==> config.mk <==
export PLATFORM = sky130hd
export DESIGN_NAME = mod_exp_sm
export DESIGN_NICKNAME = d
export VERILOG_FILES = /design/src/rtl/mod_exp_sm.sv
export SDC_FILE = /design/constraint.sdc
export NUM_CORES = 1
export LEC_CHECK = 0
export ABC_AREA = 0
export BUFFER_PORTS_ARGS = -buffer_cell sky130_fd_sc_hd__buf_2
export CAP_MARGIN = 20
export CORE_UTILIZATION = 40
export CTS_CLUSTER_SIZE = 25
export DETAILED_ROUTE_END_ITERATION = 8
export GPL_TIMING_DRIVEN = 0
export PLACE_DENSITY = 0.54
export SLEW_MARGIN = 20
export SYNTH_ARGS = -nofsm -noshare
export SYNTH_HDL_FRONTEND = slang
export SYNTH_SLANG_ARGS = --single-unit
==> constraint.sdc <==
create_clock -name clk -period 10.82 [get_ports clk]
set_input_delay 1.623 -clock clk [delete_from_list [all_inputs] [get_ports clk]]
set_output_delay 1.623 -clock clk [all_outputs]
set_load 0.03 [all_outputs]
==> src/rtl/mod_exp_sm.sv <==
// Sequential modular exponentiator: result = base^exponent mod modulus.
// Right-to-left square-and-multiply over a bit-serial interleaved modular multiplier.
module mod_exp_sm #(
  parameter int WIDTH = 32
) (
  input  logic             clk,
  input  logic             reset_n,
  input  logic             exp_ready,
  input  logic [WIDTH-1:0] base,
  input  logic [WIDTH-1:0] exponent,
  input  logic [WIDTH-1:0] modulus,
  output logic [WIDTH-1:0] result,
  output logic             exp_done,
  output logic             busy,
  output logic             err
);

  localparam int CW = (WIDTH > 1) ? $clog2(WIDTH) : 1;

  localparam logic [2:0] S_IDLE   = 3'd0;
  localparam logic [2:0] S_LOAD   = 3'd1;
  localparam logic [2:0] S_REDUCE = 3'd2;
  localparam logic [2:0] S_CHECK  = 3'd3;
  localparam logic [2:0] S_MUL    = 3'd4;
  localparam logic [2:0] S_SQR    = 3'd5;
  localparam logic [2:0] S_FIN    = 3'd6;

  logic [2:0]       state_q, state_d;
  logic [WIDTH-1:0] b_q, b_d, e_q, e_d, n_q, n_d, r_q, r_d;
  logic [WIDTH-1:0] acc_q, acc_d, result_q, result_d;
  logic [CW-1:0]    cnt_q, cnt_d;
  logic             done_q, done_d, err_q, err_d;

  // one modmul step: Acc = (2*Acc [+ Y]) mod N with two conditional subtracts
  logic [WIDTH-1:0] mm_x, mm_y, t_red1, mm_out;
  logic [WIDTH:0]   n_ext, t_dbl, t_add;
  logic             mm_bit;

  always_comb begin
    n_ext  = {1'b0, n_q};
    mm_x   = (state_q == S_MUL) ? r_q : b_q;
    mm_y   = (state_q == S_REDUCE) ? WIDTH'(1) : b_q;
    mm_bit = mm_x[cnt_q];
    t_dbl  = {acc_q, 1'b0};
    t_red1 = (t_dbl >= n_ext) ? (t_dbl[WIDTH-1:0] - n_q) : t_dbl[WIDTH-1:0];
    t_add  = {1'b0, t_red1} + (mm_bit ? {1'b0, mm_y} : '0);
    // true result is below N < 2^WIDTH, so WIDTH-bit wraparound subtract is exact
    mm_out = (t_add >= n_ext) ? (t_add[WIDTH-1:0] - n_q) : t_add[WIDTH-1:0];
  end

  always_comb begin
    state_d  = state_q;
    b_d      = b_q;
    e_d      = e_q;
    n_d      = n_q;
    r_d      = r_q;
    acc_d    = acc_q;
    cnt_d    = cnt_q;
    result_d = result_q;
    done_d   = done_q;
    err_d    = err_q;
    case (state_q)
      S_IDLE: begin
        if (exp_ready) begin
          b_d     = base;
          e_d     = exponent;
          n_d     = modulus;
          state_d = S_LOAD;
        end
      end
      S_LOAD: begin
        err_d = 1'b0;
        if (n_q == '0) begin
          err_d    = 1'b1;
          result_d = '0;
          done_d   = 1'b1;
          state_d  = S_FIN;
        end else begin
          r_d     = (n_q == WIDTH'(1)) ? '0 : WIDTH'(1);
          acc_d   = '0;
          cnt_d   = CW'(WIDTH - 1);
          state_d = S_REDUCE;
        end
      end
      S_REDUCE: begin
        acc_d = mm_out;
        cnt_d = cnt_q - 1'b1;
        if (cnt_q == '0) begin
          b_d     = mm_out;
          state_d = S_CHECK;
        end
      end
      S_CHECK: begin
        acc_d = '0;
        cnt_d = CW'(WIDTH - 1);
        if (e_q == '0) begin
          result_d = r_q;
          done_d   = 1'b1;
          state_d  = S_FIN;
        end else begin
          state_d = e_q[0] ? S_MUL : S_SQR;
        end
      end
      S_MUL: begin
        acc_d = mm_out;
        cnt_d = cnt_q - 1'b1;
        if (cnt_q == '0) begin
          r_d     = mm_out;
          acc_d   = '0;
          cnt_d   = CW'(WIDTH - 1);
          state_d = S_SQR;
        end
      end
      S_SQR: begin
        acc_d = mm_out;
        cnt_d = cnt_q - 1'b1;
        if (cnt_q == '0) begin
          b_d     = mm_out;
          e_d     = e_q >> 1;
          state_d = S_CHECK;
        end
      end
      S_FIN: begin
        if (!exp_ready) begin
          done_d  = 1'b0;
          state_d = S_IDLE;
        end
      end
      default: state_d = S_IDLE;
    endcase
  end

  always_ff @(posedge clk or negedge reset_n) begin
    if (!reset_n) begin
      state_q  <= S_IDLE;
      b_q      <= '0;
      e_q      <= '0;
      n_q      <= '0;
      r_q      <= '0;
      acc_q    <= '0;
      cnt_q    <= '0;
      result_q <= '0;
      done_q   <= 1'b0;
      err_q    <= 1'b0;
    end else begin
      state_q  <= state_d;
      b_q      <= b_d;
      e_q      <= e_d;
      n_q      <= n_d;
      r_q      <= r_d;
      acc_q    <= acc_d;
      cnt_q    <= cnt_d;
      result_q <= result_d;
      done_q   <= done_d;
      err_q    <= err_d;
    end
  end

  assign result   = result_q;
  assign exp_done = done_q;
  assign err      = err_q;
  assign busy     = (state_q != S_IDLE) && (state_q != S_FIN);

endmodule

* Word-level counts from Yosys, hierarchy flattened
Index checks and enable logic that the tools add are counted.
** Word-level totals
- Bits of input ports :: 99
- Output and inout port bits :: 35
- Flip-flop bits (word level) :: 202
** Operators by class
- Eq/ne operators :: 16
- Muxes and demuxes :: 38
- Reductions and logical operators :: 21
- $lt $le $gt $ge :: 3
- Add/sub/neg operators :: 4
** Operators with widths (number)
- 32-bit 2-to-1 mux :: 14
- 32-bit case mux with 2 select lines :: 4
- 32-bit case mux with 4 select lines :: 1
- 33-bit by 32-bit greater-or-equal comparator with 1-bit output :: 2
- 32-bit logical NOT :: 2
- 32-bit subtractor :: 2
- 32-bit by 32-bit adder with 33-bit output :: 1
- 32-bit by 1-bit == test with 1-bit output (second input constant) :: 1
- 5-bit case mux with 4 select lines :: 1
- 3-bit case mux with 6 select lines :: 1
- 3-bit 2-to-1 mux :: 5
- 2-bit != test (second input constant) :: 6
- 3-bit AND reduction :: 4
- 5-bit 2-to-1 mux :: 2
- 3-bit == test (second input constant) :: 3
- 4-bit AND reduction :: 2
- 2-bit nonzero test :: 4
- 1-bit 2-to-1 mux :: 7
- 3-bit by 2-bit == test with 1-bit output (second input constant) :: 2
- 5-bit by 6-bit less-than comparator with 1-bit output (second input constant) :: 1
- 3-bit nonzero test :: 2
- 1-bit binary-select mux with 5-bit select :: 1
- 5-bit logical NOT :: 1
- 5-bit by 1-bit subtractor with 5-bit output (second input constant) :: 1
- 10 further kinds :: 12

* Depth between registers and ports, before layout
- Word-level depth :: 10
- Gate-level depth with buffers :: 36
- Mapped depth without buffers :: 31

* Worst setup path before layout
No wires, ideal clock.
- Kind :: flip-flop to flip-flop
- Start point :: register state_q[1]
- End point :: register acc_q[26]
- Data required time :: 10699 ps
- Cell stages (with the launch flop) :: 32
- Arrival time :: 7132 ps
- Path slack :: 3567 ps
- Clock period less this slack :: 7253 ps
- Setup time :: 121 ps
- Cells stage by stage :: dfrtp_1 buf_4 or2b_2 nor2_2 buf_2 mux4_2 mux4_2 mux4_2 buf_6 o21a_1 ha_1 fa_1 a211oi_1 nor3_1 o21ai_0 a41o_1 o21ai_0 a21boi_0 xnor2_1 ha_1 clkbuf_1 a21oi_1 o21ai_0 a21oi_1 o221ai_1 a21oi_2 o31ai_4 or2_1 buf_6 buf_6 mux2_4 a22o_1
** On the way
- Longest elaborated chain between the ends :: 10
- Elaborated cells on any way between the ends :: 20
** Ends and longest elaborated chain
- start, declared :: RTL line 28 : logic [2:0] state_q, state_d;
- start signal, assigned :: RTL line 146 : state_q <= state_d;
- 3-bit == test :: RTL line 41, 62
- 32-bit 2-to-1 mux :: RTL line 41 : mm_x = (state_q == S_MUL) ? r_q : b_q;
- 1-bit binary-select mux with 5-bit select :: RTL line 43 : mm_bit = mm_x[cnt_q];
- 1-bit 2-to-1 mux (implied by the code) :: RTL line 43
- 32-bit 2-to-1 mux :: RTL line 46 : t_add = {1'b0, t_red1} + (mm_bit ? {1'b0, mm_y} : '0);
- 32-bit by 32-bit adder with 33-bit output :: RTL line 46
- 32-bit subtractor / 33-bit by 32-bit greater-or-equal comparator with 1-bit output (equally long branches) :: RTL line 48 : mm_out = (t_add >= n_ext) ? (t_add[WIDTH-1:0] - n_q) : t_add[WIDTH-1:0];
- 32-bit 2-to-1 mux :: RTL line 48
- 32-bit 2-to-1 mux :: RTL line 107 : if (cnt_q == '0) begin
- 32-bit case mux with 4 select lines :: RTL line 62 : case (state_q)
- end signal, assigned :: RTL line 140 : acc_q <= '0;
- end signal, assigned :: RTL line 151 : acc_q <= acc_d;
- end, declared :: RTL line 30 : logic [WIDTH-1:0] acc_q, acc_d, result_q, result_d;
Parallel ways exist; a longest one is shown, timed or not. The select of a mux whose other input is x is not followed.
A chain may end at the register's enable or synchronous reset.

* Worst setup path in the final report
- Start point :: register state_q[1]
- End point :: register r_q[17]
** On the way
- Longest elaborated chain between the ends :: 10
- Elaborated cells on any way between the ends :: 18
** Ends and longest elaborated chain
- 3-bit == test :: RTL line 41, 62
- 32-bit 2-to-1 mux :: RTL line 41
- 1-bit binary-select mux with 5-bit select :: RTL line 43
- 1-bit 2-to-1 mux (implied by the code) :: RTL line 43
- 32-bit 2-to-1 mux :: RTL line 46
- 32-bit by 32-bit adder with 33-bit output :: RTL line 46
- 32-bit subtractor / 33-bit by 32-bit greater-or-equal comparator with 1-bit output (equally long branches) :: RTL line 48
- 32-bit 2-to-1 mux :: RTL line 48
- 32-bit 2-to-1 mux :: RTL line 107
- 32-bit case mux with 2 select lines :: RTL line 62
- end signal, assigned :: RTL line 150 : r_q <= r_d;
- end, declared :: RTL line 29 : logic [WIDTH-1:0] b_q, b_d, e_q, e_d, n_q, n_d, r_q, r_d;
Parallel ways exist; a longest one is shown, timed or not. The select of a mux whose other input is x is not followed.

==> tab_implementation.tex <==
\begin{tabular}{lr}
\hline
Metric & Value \\
\hline
\multicolumn{2}{l}{\textbf{Min path}} \\
Worst hold path stage count & 2 \\
Startpoint of the lowest-slack hold path & result[31] \\
Worst hold path endpoint & result[31] \\
Hold WC Path Type & reg -> reg \\
\multicolumn{2}{l}{\textbf{Finish}} \\
Filler Cells Inserted & 3737 \\
Proportion of layout cells with a drive suffix above 1 & 14.1\% \\
Post-synthesis to final-layout area growth & 14.8\% \\
Non-filler instance count after layout & 2433 \\
Utilization after layout & 47.1\% \\
Final \#Nets & 2109 \\
\multicolumn{2}{l}{\textbf{Worst setup path}} \\
Highest fanout seen on the critical path & 10 \\
Crit path DAT & 10.00 ns \\
Slowest stage cell, crit path & sky130\_fd\_sc\_hd\_\_mux2i\_1 \\
Critical register-to-register path startpoint & state\_q[1] \\
FF-to-FF End & r\_q[17] \\
Reg2reg path depth & 31 \\
Worst stage delay on the critical path & 0.65 ns \\
Endpoint class of the critical path & flip-flop \\
Worst reg-to-reg setup slack & 1.21 ns \\
Critical path start-end classification & reg -> reg \\
Kind of launch point of the worst setup path & flip-flop \\
Required time at the endpoint of the critical path & 11.21 ns \\
\multicolumn{2}{l}{\textbf{Synthesis}} \\
Warnings from Yosys & 0 \\
Nets in the synthesized netlist & 1947 \\
Top cell type's share of synthesized area & 33.4\% \\
Share of flip-flops with an asynchronous set or reset & 100\% \\
Distinct cells, synth & 74 \\
Synthesized instance count & 1748 \\
Area leader, netlist & sky130\_fd\_sc\_hd\_\_dfrtp\_1 \\
Commonest register cell after synthesis & sky130\_fd\_sc\_hd\_\_dfrtp\_1 \\
Post-synthesis register bit count & 202 \\
Number of enable flip-flop cells after synthesis & 0 \\
Avg Cell Area, Syn & 8.65 um2 \\
Sequential fraction of the synthesis area & 33.4\% \\
Netlist area before placement & 15100 um2 \\
Biggest area contributors in the synthesized netlist & sky130\_fd\_sc\_hd\_\_dfrtp\_1 (33\%), sky130\_fd\_sc\_hd\_\_ha\_1 (8.0\%), sky130\_fd\_sc\_hd\_\_o21ai\_0 (7.8\%), sky130\_fd\_sc\_hd\_\_nand2\_1 (6.1\%), sky130\_fd\_sc\_hd\_\_a21oi\_1 (3.8\%) \\
\multicolumn{2}{l}{\textbf{Clock tree}} \\
Number of buffers between clock root and the deepest sink & 3 \\
Maximum level of the CTS H-tree & 1 \\
Clock tree from TritonCTS & done \\
Count of hold buffers inserted by post-cts repair & 0 \\
TritonCTS buffer count & 25 \\
Total of cells resized after clock tree synthesis & 0 \\
Clk\_lat worst skew & 0.55 ns \\
Number of setup buffers added after CTS & 0 \\
Root buffer cell & sky130\_fd\_sc\_hd\_\_clkbuf\_16 \\
Number of clock sinks seen by CTS & 202 \\
Clock input transition at the sequential cells of the worst setup and hold paths & 0.06 ns \\
\multicolumn{2}{l}{\textbf{Global routing}} \\
Remaining Overflow, GRT & 0 \\
Number of global-route vias before repair & 13.6k \\
First-pass GRT wire length & 82.3 mm \\
Initial antenna violation count & 2 \\
Largest net degree at the start of global routing & 90 \\
Global-route usage over all layers & 28.2\% \\
\multicolumn{2}{l}{\textbf{Floorplanning}} \\
Die Footprint & 38600 um2 \\
Starting utilization of the core area & 41.0\% \\
Area of the core region & 36900 um2 \\
Die Y & 196 um \\
IO Pins & 134 \\
Row Count & 70 \\
Die Width & 196 um \\
\multicolumn{2}{l}{\textbf{Timing}} \\
Final hold slack & 0.478 ns \\
Period utilization & 88.8\% \\
Worst Clk Skew & 0.0301 ns \\
Unrepaired setup endpoints after global routing & false \\
Hold Vio Cnt, Final & 0 \\
Final Max Slew Viols & 0 \\
Relative slew margins & 32.6\% \\
Final TNS setup & 0 ns \\
Final setup violating endpoints & 0 \\
Tightest Pin Transition & 1.01 ns \\
Min Clock Period, post-route & 9.61 ns \\
Highest Clock Rate & 0.104 GHz \\
\multicolumn{2}{l}{\textbf{Detailed routing}} \\
TritonRoute pass-1 iters & 5 \\
Wire length after detailed routing & 54.3 mm \\
Routed length per instance & 22.3 um \\
Total number of vias & 14.0k \\
Iter 0 DRT Violations & 1124 \\
Via/cell ratio & 5.76 \\
DRC violations left & 0 \\
Count of nets left with antenna violations after detail routing & 0 \\
\multicolumn{2}{l}{\textbf{Placed design}} \\
Placed cell count & 2387 \\
Placer congestion estimate & 0.943 \\
Post-DP HPWL & 43.3 mm \\
Number of port buffers & 133 \\
\multicolumn{2}{l}{\textbf{Outcome}} \\
Run status & complete, no violations \\
\multicolumn{2}{l}{\textbf{Flow run}} \\
Max-Cap Viols & 0 \\
\hline
\end{tabular}
-- layer usage --
| layer | global-route usage, % | vias up | routed length (um) | part of all wire [%] |
|---|---|---|---|---|
| met3 | 2.91 | 84 | 2860 | 5.3 |
| li1 | - | 6667 | - | - |
| met2 | 44.0 | 433 | 24200 | 45 |
| met5 | 0 | - | 8 | 0.015 |
| met4 | 10.1 | 2 | 2070 | 3.8 |
| met1 | 40.3 | 6820 | 25200 | 46 |
-- registers in the layout, indices dropped and copies added (netlist names) --
name	cells
r_q	32
n_q	32
e_q	32
err	1
b_q	32
cnt_q	5
result	32
acc_q	32
state_q	3
exp_done	1
-- synthesized netlist by cell type (all sizes together), types with 30 or more instances --
cell type / count
a21oi: 117
mux2: 37
a21o: 36
nand2: 244
nor3: 30
dfrtp: 202
ha: 97
o21ai: 240
xnor2: 51
clkbuf: 77
mux2i: 53
nor2: 92
inv: 65
and3: 34
-- layout by cell type (no fill, tap or decap), types with 7 or more instances in the layout --
cell	netlist	routed
sky130_fd_sc_hd__o21bai_1	12	12
sky130_fd_sc_hd__buf_2	10	142
sky130_fd_sc_hd__nor2_1	91	91
sky130_fd_sc_hd__dfrtp_1	202	202
sky130_fd_sc_hd__mux2i_1	53	53
sky130_fd_sc_hd__o211ai_1	14	14
sky130_fd_sc_hd__a31oi_1	16	16
sky130_fd_sc_hd__a21o_1	36	36
sky130_fd_sc_hd__mux2_4	30	30
sky130_fd_sc_hd__clkbuf_1	77	82
sky130_fd_sc_hd__buf_6	9	9
sky130_fd_sc_hd__ha_1	97	97
sky130_fd_sc_hd__or3_1	20	20
sky130_fd_sc_hd__o31ai_1	9	9
sky130_fd_sc_hd__nand2_1	244	244
sky130_fd_sc_hd__mux2_2	7	7
sky130_fd_sc_hd__a22o_1	23	23
sky130_fd_sc_hd__nor3_1	30	29
sky130_fd_sc_hd__and3_1	34	34
sky130_fd_sc_hd__xor2_1	26	26
sky130_fd_sc_hd__nor4_1	21	21
sky130_fd_sc_hd__nand4_1	20	20
sky130_fd_sc_hd__inv_1	65	65
sky130_fd_sc_hd__mux4_2	21	21
sky130_fd_sc_hd__nor2b_1	16	16
sky130_fd_sc_hd__a211oi_1	13	13
sky130_fd_sc_hd__o21a_1	29	29
sky130_fd_sc_hd__xnor2_1	51	51
sky130_fd_sc_hd__o21ai_0	237	237
sky130_fd_sc_hd__nand2b_1	16	16
sky130_fd_sc_hd__nand3_1	27	27
sky130_fd_sc_hd__clkbuf_16	0	25
sky130_fd_sc_hd__a21oi_1	115	115
-- per-stage QoR --
stage          instance area [um2]  worst slack [ns]
2_1_floorplan                15100              3.57
3_3_place_gp                 16400              1.38
3_5_place_dp                 16500              1.39
4_1_cts                      17400              1.35
5_1_grt                      17400             0.836
6_report                     17400              1.21
-- layout make-up --
type                    instances  area [um2]  share of cell area [%]
well taps                     504         631                    3.63
diodes                          2        5.00                  0.0288
repair buffers                135         731                    4.21
multi-input cells            1383        9370                    54.0
clock inverters                 9         151                   0.872
plain buffers                  98         455                    2.62
flip-flops and latches        202        5050                    29.1
clock buffers                  35         713                    4.11
inverters                      65         244                    1.41
-- kinds of logic after synthesis --
family	Yosys count	synth area share, %
flip-flops	202	33.4
multiplexers	111	10.1
AND/OR/NAND/NOR	540	16.5
XOR/XNOR	77	4.46
buffers and inverters	163	4.63
adder cells (fa/ha/maj)	100	8.42
AO/OA/AOI/OAI	555	22.5
-- how the worst max path moves through the flow --
stage	slack [ns]	startpoint	cells past startpoint	end
6_report	1.21	state_q[1]	31	r_q[17]
2_1_floorplan	3.57	state_q[1]	31	acc_q[26]
5_1_grt	0.84	state_q[1]	31	r_q[17]
3_5_place_dp	1.39	state_q[1]	31	r_q[17]
4_1_cts	1.35	state_q[1]	31	r_q[17]
3_3_place_gp	1.38	n_q[7]	34	r_q[17]
-- worst max-delay path: cells and delay by family, from the launching register on --
kind,cells,cell delay (ns)
muxes,4,2.16
AOI/OAI and AO/OA,9,2.19
DFF,1,0.36
and+or+nand+nor,8,1.99
xor gates and xnor gates,1,0.39
adders and majority gates,3,1.09
buffers and inverters,6,1.28
Power is left out: the tool's default activity adds up to more than one toggle a clock period on the data nets, which glitch-free logic cannot reach.
